[src/rtl/bin2bcd_seq.sv]
// Sequential double-dabble binary-to-BCD converter with valid/ready on both sides.
// Optional LEADING_ZERO_BLANK_EN: digits above the most significant nonzero digit are output as 4'hF.
module bin2bcd_seq #(
  parameter int BIN_W  = 12,
  parameter int DIGITS = 4
) (
  input  logic                  clk,
  input  logic                  rst_n,
  input  logic                  in_valid,
  output logic                  in_ready,
  input  logic [BIN_W-1:0]      in_bin,
  output logic                  out_valid,
  input  logic                  out_ready,
  output logic [4*DIGITS-1:0]   out_bcd,
  output logic                  busy
);

  localparam int BCD_W  = 4 * DIGITS;
  localparam int WORK_W = BCD_W + BIN_W;
  localparam int CNT_W  = $clog2(BIN_W + 1);

  localparam longint unsigned BCD_MAX = 64'(10) ** DIGITS - 64'd1;
  localparam longint unsigned BIN_MAX = (64'd1 << BIN_W) - 64'd1;

  if (BCD_MAX < BIN_MAX) begin : g_range_err
    $error("bin2bcd_seq: DIGITS too small to hold 2^BIN_W-1");
  end

  typedef enum logic [1:0] {
    IDLE  = 2'd0,
    SHIFT = 2'd1,
    DONE  = 2'd2
  } state_t;

  state_t              state, state_nxt;
  logic [WORK_W-1:0]   work, work_nxt;
  logic [CNT_W-1:0]    cnt, cnt_nxt;
  logic [BCD_W-1:0]    out_bcd_nxt;
  logic [BCD_W-1:0]    bcd_corr;
  logic [WORK_W-1:0]   work_shift;
  logic                last;
  logic                load;

  // Per-nibble +3 when >= 5; 4-bit adders, no carry between digits.
  function automatic logic [BCD_W-1:0] add3_digits(input logic [BCD_W-1:0] bcd);
    logic [BCD_W-1:0] r;
    r = bcd;
    for (int k = 0; k < DIGITS; k++) begin
      if (bcd[4*k +: 4] >= 4'd5) r[4*k +: 4] = bcd[4*k +: 4] + 4'd3;
    end
    return r;
  endfunction

`ifdef LEADING_ZERO_BLANK_EN
  // Digit 0 is never blanked so that zero still shows a single 0.
  function automatic logic [BCD_W-1:0] finalize(input logic [BCD_W-1:0] bcd);
    logic [BCD_W-1:0] r;
    logic             seen;
    r    = bcd;
    seen = 1'b0;
    for (int k = DIGITS - 1; k >= 1; k--) begin
      if (bcd[4*k +: 4] != 4'd0) seen = 1'b1;
      if (!seen) r[4*k +: 4] = 4'hF;
    end
    return r;
  endfunction
`else
  function automatic logic [BCD_W-1:0] finalize(input logic [BCD_W-1:0] bcd);
    return bcd;
  endfunction
`endif

  assign bcd_corr   = add3_digits(work[WORK_W-1 -: BCD_W]);
  assign work_shift = {bcd_corr, work[BIN_W-1:0]} << 1;
  assign last       = (cnt == CNT_W'(1));

  always_comb begin
    state_nxt   = state;
    work_nxt    = work;
    cnt_nxt     = cnt;
    out_bcd_nxt = out_bcd;
    in_ready    = 1'b0;
    out_valid   = 1'b0;
    busy        = 1'b0;
    load        = 1'b0;
    case (state)
      IDLE: begin
        in_ready = 1'b1;
        load     = in_valid;
      end
      SHIFT: begin
        busy     = 1'b1;
        work_nxt = work_shift;
        cnt_nxt  = cnt - CNT_W'(1);
        if (last) begin
          out_bcd_nxt = finalize(work_shift[WORK_W-1 -: BCD_W]);
          state_nxt   = DONE;
        end
      end
      DONE: begin
        out_valid = 1'b1;
        in_ready  = out_ready;
        if (out_ready) begin
          load = in_valid;
          if (!in_valid) state_nxt = IDLE;
        end
      end
      default: state_nxt = IDLE;
    endcase
    if (load) begin
      work_nxt  = {{BCD_W{1'b0}}, in_bin};
      cnt_nxt   = CNT_W'(BIN_W);
      state_nxt = SHIFT;
    end
  end

  // Register stage: FSM, working register, bit counter and result.
  always_ff @(posedge clk or negedge rst_n) begin
    if (!rst_n) begin
      state   <= IDLE;
      work    <= '0;
      cnt     <= '0;
      out_bcd <= '0;
    end else begin
      state   <= state_nxt;
      work    <= work_nxt;
      cnt     <= cnt_nxt;
      out_bcd <= out_bcd_nxt;
    end
  end

endmodule

[config.mk]
export PLATFORM = sky130hd
export DESIGN_NAME = bin2bcd_seq
export DESIGN_NICKNAME = d
export VERILOG_FILES = /design/src/rtl/bin2bcd_seq.sv
export SDC_FILE = /design/constraint.sdc
export NUM_CORES = 1
export LEC_CHECK = 0
export ABC_CLOCK_PERIOD_IN_PS = 2430
export CELL_PAD_IN_SITES_DETAIL_PLACEMENT = 0
export CELL_PAD_IN_SITES_GLOBAL_PLACEMENT = 1
export CORE_MARGIN = 4
export CORE_UTILIZATION = 28
export CTS_CLUSTER_DIAMETER = 80
export CTS_CLUSTER_SIZE = 8
export DETAILED_ROUTE_END_ITERATION = 12
export PLACE_DENSITY_LB_ADDON = 0.1
export SLEW_MARGIN = 20
export SYNTH_ARGS = -nofsm -noshare
export SYNTH_HDL_FRONTEND = slang
export SYNTH_SLANG_ARGS = --single-unit
[constraint.sdc]
create_clock -name clk -period 2.43 [get_ports clk]
set_input_delay 0.3645 -clock clk [delete_from_list [all_inputs] [get_ports clk]]
set_output_delay 0.3645 -clock clk [all_outputs]
set_load 0.02 [all_outputs]
* After elaboration in Yosys (flattened, before gate mapping)
Cells that the tools add are included.
** Word-level totals
- Register bits :: 50
- Output and inout port bits :: 19
** Cells by class
- $add $sub $neg :: 5
- Equal/unequal tests :: 7
- Reductions and logical operators :: 4
- Magnitude comparators :: 4
- Multiplexer cells :: 18
** Operators by type and width (count)
- 2-to-1 mux 28 bit :: 2
- 2-to-1 mux 4 bit :: 5
- >= comparator 4 x 3 -> 1 bit, second input constant :: 4
- adder 4 x 2 -> 4 bit, second input constant :: 3
- inequality test 3 bit, second input constant :: 3
- 2-to-1 mux 2 bit :: 4
- case mux 2 bit (3 select lines) :: 1
- equality test 4 x 1 -> 1 bit, second input constant :: 1
- case mux 1 bit (2 select lines) :: 2
- AND reduction 4 bit :: 1
- subtractor 4 x 1 -> 4 bit, second input constant :: 1
- adder 3 x 2 -> 3 bit, second input constant :: 1
- 2-to-1 mux 1 bit :: 3
- 2-to-1 mux 3 bit :: 1
- equality test 2 x 1 -> 1 bit, second input constant :: 1
- equality test 2 bit, second input constant :: 1
- logical NOT 2 bit :: 1
- inequality test 2 bit, second input constant :: 1
- AND reduction 2 bit :: 1
- nonzero test 2 bit :: 1

* Depth between registers and ports, before layout
- Depth after elaboration :: 4
- Gate-level depth with buffers :: 7

* Worst setup path before layout
OpenSTA, ideal clock, no wires.
- Path type :: register -> register
- Start :: register cnt[1]
- End :: register out_bcd[10]
- Library setup time :: 0.125 ns
- Arrival :: 1.425 ns
- Clock period less this slack :: 1.550 ns
- Stages on the path, launching flop included :: 7
- Data required time :: 2.305 ns
- Path slack :: 0.880 ns
- Cells stage by stage :: dfrtp_1 > inv_1 > ha_1 > nor3b_1 > nand2_4 > buf_6 > mux2_2
** Between the ends
- Word-level cells in the longest chain between the ends :: 2
** Ends and longest elaborated chain
- start, declared :: line 37 : logic [CNT_W-1:0] cnt, cnt_nxt;
- start signal, assigned :: line 127 : cnt <= cnt_nxt;
- equality test 4 x 1 -> 1 bit :: line 75 : assign last = (cnt == CNT_W'(1));
- AND reduction 2 bit (no line)
- end signal, assigned :: line 128 : out_bcd <= out_bcd_nxt;
- end, declared :: line 14 : output logic [4*DIGITS-1:0] out_bcd,
No other way between the ends.
A chain may end at the register's enable or synchronous reset.

* Final worst setup path
- Start :: input out_ready
- End :: output in_ready
** Between the ends
- Word-level cells in the longest chain between the ends :: 1
** Ends and longest elaborated chain
- start, declared :: line 13 : input logic out_ready,
- case mux 1 bit (2 select lines) :: line 86 : case (state)
- end, declared :: line 10 : output logic in_ready,
No other way between the ends.

==> impl.org <==
** Run status
- The run finished with clean final reports.

** Flow run
- Max-cap violations in this run came to 0.

** Route
- After detailed routing, the number of vias per cell comes to 4.64.
- Number of routed nets with antenna violations :: 0
- The detailed router finished its first iteration with 93 violations.
- Wire length per cell :: 13.8 um
- Count of TritonRoute iterations in the first routing pass :: 5
- # DRC :: 0
- Detailed Route WL :: 4970 um
- Via count :: 1,669

** Power
- Leakage power total :: 0.00132 uW
- Power per cell area :: 1230 nW/um2
- Psw :: 1420 uW
- The internal power of the cells totals 2140 uW.
- Comb power frac :: 45.3%
- Sequential cells account for 40.3% of the total power.
- Switching power share of the total :: 39.8%
- VDD sags by at most 0.000361 V.
- In this run, the clock network consumes 14.4% of the power.

** Global route
- Maximum number of pins on one net before global-route repair :: 29
- Wire length of the first global-routing pass :: 8520 um
- The number of antenna violations at the first check in global routing was 0.
- The total overflow left after global routing is 0.
- Vias in the first global route :: 1,740
- Global routing consumed, over all layers together, 10.9% of the routing resources.

** STA
- Number of hold violations in the final report :: 0
- For the pin with the worst max-slew slack, the measured transition is 0.665 ns.
- Setup violations remaining at the end of the flow were counted as 0.
- Largest clock skew in the final design :: 0.00621 ns
- Final worst path period need :: 2.10 ns
- Relative max-transition margin :: 55.4%
- Summed over all failing endpoints, the final setup total negative slack is 0 ns.
- Setup repair after global routing left no endpoint under its margin.
- Max Slew Vio Count :: 0
- Peak Freq :: 0.476 GHz
- Period utilisation layout :: 86.5%

** Die
- Starting utilization of the core area :: 28.6%
- From bottom edge to top edge, the die measures 99.3 um.
- Die outline width :: 99.3 um
- In this run the standard cell core region covers 8180 um2.
- For this design the top-level I/O count stands at 35.
- The floorplan has 33 rows.
- The die covers 9860 um2.

** Clock tree
- H-tree level count :: 2
- Buffers inserted to repair hold after CTS numbered 0.
- Post-CTS Repair Setup Buffers :: 0
- Clock tree root buffer cell :: sky130_fd_sc_hd__clkbuf_8
- The clock passes through at most 2 buffers.
- Clock latency at the later pin of the worst-skew pair :: 0.30 ns
- Count of instances resized after the clock tree is built :: 0
- The clock drives 50 sinks.
- TritonCTS built the clock tree.
- Clock tree synthesis inserted a total of 5 buffers.
- Clock-pin slew on the worst setup and hold paths :: 0.09 ns

** Worst setup path
- In this run the worst path has a maximum fanout of 3.
- At the worst endpoint, the required time is 2.07 ns.
- STA classifies the critical path startpoint as an input pin.
- CP startpoint :: out_ready
- Category of the critical setup timing path :: in -> out
- Startpoint of the worst-slack reg-to-reg timing path :: cnt[1]$_DFFE_PN0P_
- Endpoint class of the critical path :: output port
- Worst endpoint data arrival time :: 1.74 ns

** Finish
- Post-layout util :: 35.4%
- Cells with a size suffix above 1 make up 10.6% of the layout.
- Layout-stage area growth over the synthesis result :: 23.9%
- Final antenna diode count :: 0
- Number of fill cells :: 863
- The net count of the finished layout is 280.

** Placement
- The HPWL after detailed placement is 3360 um.
- Port buffering added 34 buffers.
- Routability-driven placement finished with a final weighted congestion of 0.700.

** Yosys
- The mapped netlist covers 2330 um2.
- The largest total area in the synthesized netlist belongs to sky130_fd_sc_hd__dfrtp_1.
- Sequential cells were found to cover 53.6% of the synthesized design area.
- Instance count of the mapped netlist :: 215
- Synth Register Bits :: 50
- Yosys attributes the largest share of cell area to sky130_fd_sc_hd__dfrtp_1 54%, sky130_fd_sc_hd__ha_1 5.4%, sky130_fd_sc_hd__a222oi_1 4.7%.
- The average instance in the mapped netlist occupies 10.9 um2.
- Fraction of post-synthesis cell area in the top cell type by area :: 53.6%
- Number of warning messages in the yosys log :: 0
- Number of library cell types mapped by synthesis :: 29
- Post-synth net total :: 241

** Min path
- The worst hold path belongs to the class in -> async.
## layout by cell type (no fill, tap or decap), drive strengths merged
master,instances
o22ai,1
mux2i,4
nand2b,6
a22o,8
inv,24
a222oi,11
clkinvlp,1
nand2,24
buf,7
o31ai,1
o2bb2ai,1
a211oi,1
mux2,8
clkdlybuf4s50,33
o21ai,21
nor4,1
xnor2,5
clkinv,1
ha,10
nor3b,8
nor3,4
nand3,4
clkbuf,6
nor2b,1
xor2,1
a21oi,13
dfrtp,50
## worst max-delay path: stages
cell and delay [ns]:
sky130_fd_sc_hd__clkdlybuf4s50_1 0.47, sky130_fd_sc_hd__inv_1 0.05, sky130_fd_sc_hd__a21oi_1 0.20, sky130_fd_sc_hd__clkdlybuf4s50_1 0.65
## registers in the layout, indices dropped and copies added (netlist names)
register / count
cnt: 4
out_bcd: 16
work: 28
state: 2
## cell families (layout without fill, tap and decap cells)
family,Yosys count,in the layout,synth area share (%)
XOR/XNOR,6,6,2.25
AO/OA/AOI/OAI,57,57,16.6
adder cells (fa/ha/maj),10,10,5.36
flip-flops,50,50,53.6
buffers and inverters,32,72,5.95
AND/OR/NAND/NOR,48,48,10.7
multiplexers,12,12,5.57
## power by group through the flow
stage               combinational (uW)  clock [uW]  sequential [uW]
global route                      1810         581             1500
CTS                               1650         545             1440
finish                            1610         513             1440
detailed placement                1640           0             1460
global placement                  1640           0             1460
floorplan                          929           0             1550
## routing by layer
metal	part of all wire (%)	vias up	GRT usage, %
li1	-	832	-
met1	50	802	14.4
met2	44	33	17.2
met3	5.3	2	3.72
met4	0.78	0	2.84
met5	0	-	0
## cells in the mapped netlist
| library cell | n |
|---|---|
| sky130_fd_sc_hd__nand2b_1 | 5 |
| sky130_fd_sc_hd__buf_6 | 2 |
| sky130_fd_sc_hd__mux2i_1 | 4 |
| sky130_fd_sc_hd__nand2b_2 | 1 |
| sky130_fd_sc_hd__xor2_1 | 1 |
| sky130_fd_sc_hd__a222oi_1 | 11 |
| sky130_fd_sc_hd__buf_1 | 1 |
| sky130_fd_sc_hd__nor3_1 | 4 |
| sky130_fd_sc_hd__o21ai_0 | 21 |
| sky130_fd_sc_hd__nand2_1 | 23 |
| sky130_fd_sc_hd__inv_2 | 1 |
| sky130_fd_sc_hd__a22o_1 | 8 |
| sky130_fd_sc_hd__clkbuf_1 | 2 |
| sky130_fd_sc_hd__inv_1 | 23 |
| sky130_fd_sc_hd__nand3_1 | 4 |
| sky130_fd_sc_hd__nor2b_1 | 1 |
| sky130_fd_sc_hd__a21oi_1 | 13 |
| sky130_fd_sc_hd__o22ai_1 | 1 |
| sky130_fd_sc_hd__nand2_4 | 1 |
| sky130_fd_sc_hd__dfrtp_1 | 50 |
| sky130_fd_sc_hd__mux2_2 | 8 |
| sky130_fd_sc_hd__xnor2_1 | 5 |
| sky130_fd_sc_hd__nor3b_1 | 8 |
| sky130_fd_sc_hd__a211oi_1 | 1 |
| sky130_fd_sc_hd__o2bb2ai_2 | 1 |
| sky130_fd_sc_hd__o31ai_1 | 1 |
| sky130_fd_sc_hd__buf_2 | 3 |
| sky130_fd_sc_hd__ha_1 | 10 |
| sky130_fd_sc_hd__nor4_1 | 1 |
## worst paths after layout
| check | endpoint | slack, ns | cells past startpoint |
|---|---|---|---|
| setup / recovery | in_ready | 0.33 | 4 |
| hold / removal | out_bcd[9]$_DFFE_PN0P_ | 0.09 | 1 |
| setup reg to reg | out_bcd[5]$_DFFE_PN0P_ | 0.68 | 5 |
| hold reg to reg | out_bcd[12]$_DFFE_PN0P_ | 0.48 | 2 |
| min in group clk | out_bcd[12]$_DFFE_PN0P_ | 0.48 | 2 |
| max in group asynchronous | work[8]$_DFFE_PN0P_ | 1.71 | 2 |
## area by class of cell
cell class	instances	area [um2]	area share (%)
tap	105	131	4.54
multi-input combinational	133	945	32.7
clock buffer	6	82.6	2.85
inverter	24	90.1	3.11
timing repair buffer	40	380	13.1
clock inverter	2	12.5	0.433
sequential	50	1250	43.3
## stage by stage
| stage | total power, uW | hold slack [ns] | cell area [um2] | std cells | worst slack [ns] |
|---|---|---|---|---|---|
| finish | 3560 | 0.0886 | 2890 | 360 | 0.327 |
| global route | 3890 | 0.134 | 2890 | 360 | 0.240 |
| CTS | 3630 | 0.107 | 2890 | 360 | 0.309 |
| detailed placement | 3100 | 0.444 | 2800 | 352 | 0.310 |
| global placement | 3100 | 0.457 | 2800 | 352 | 0.332 |
| floorplan | 2470 | 0.0689 | 2330 | 215 | 0.880 |
Power figures use the tool's default switching activity.
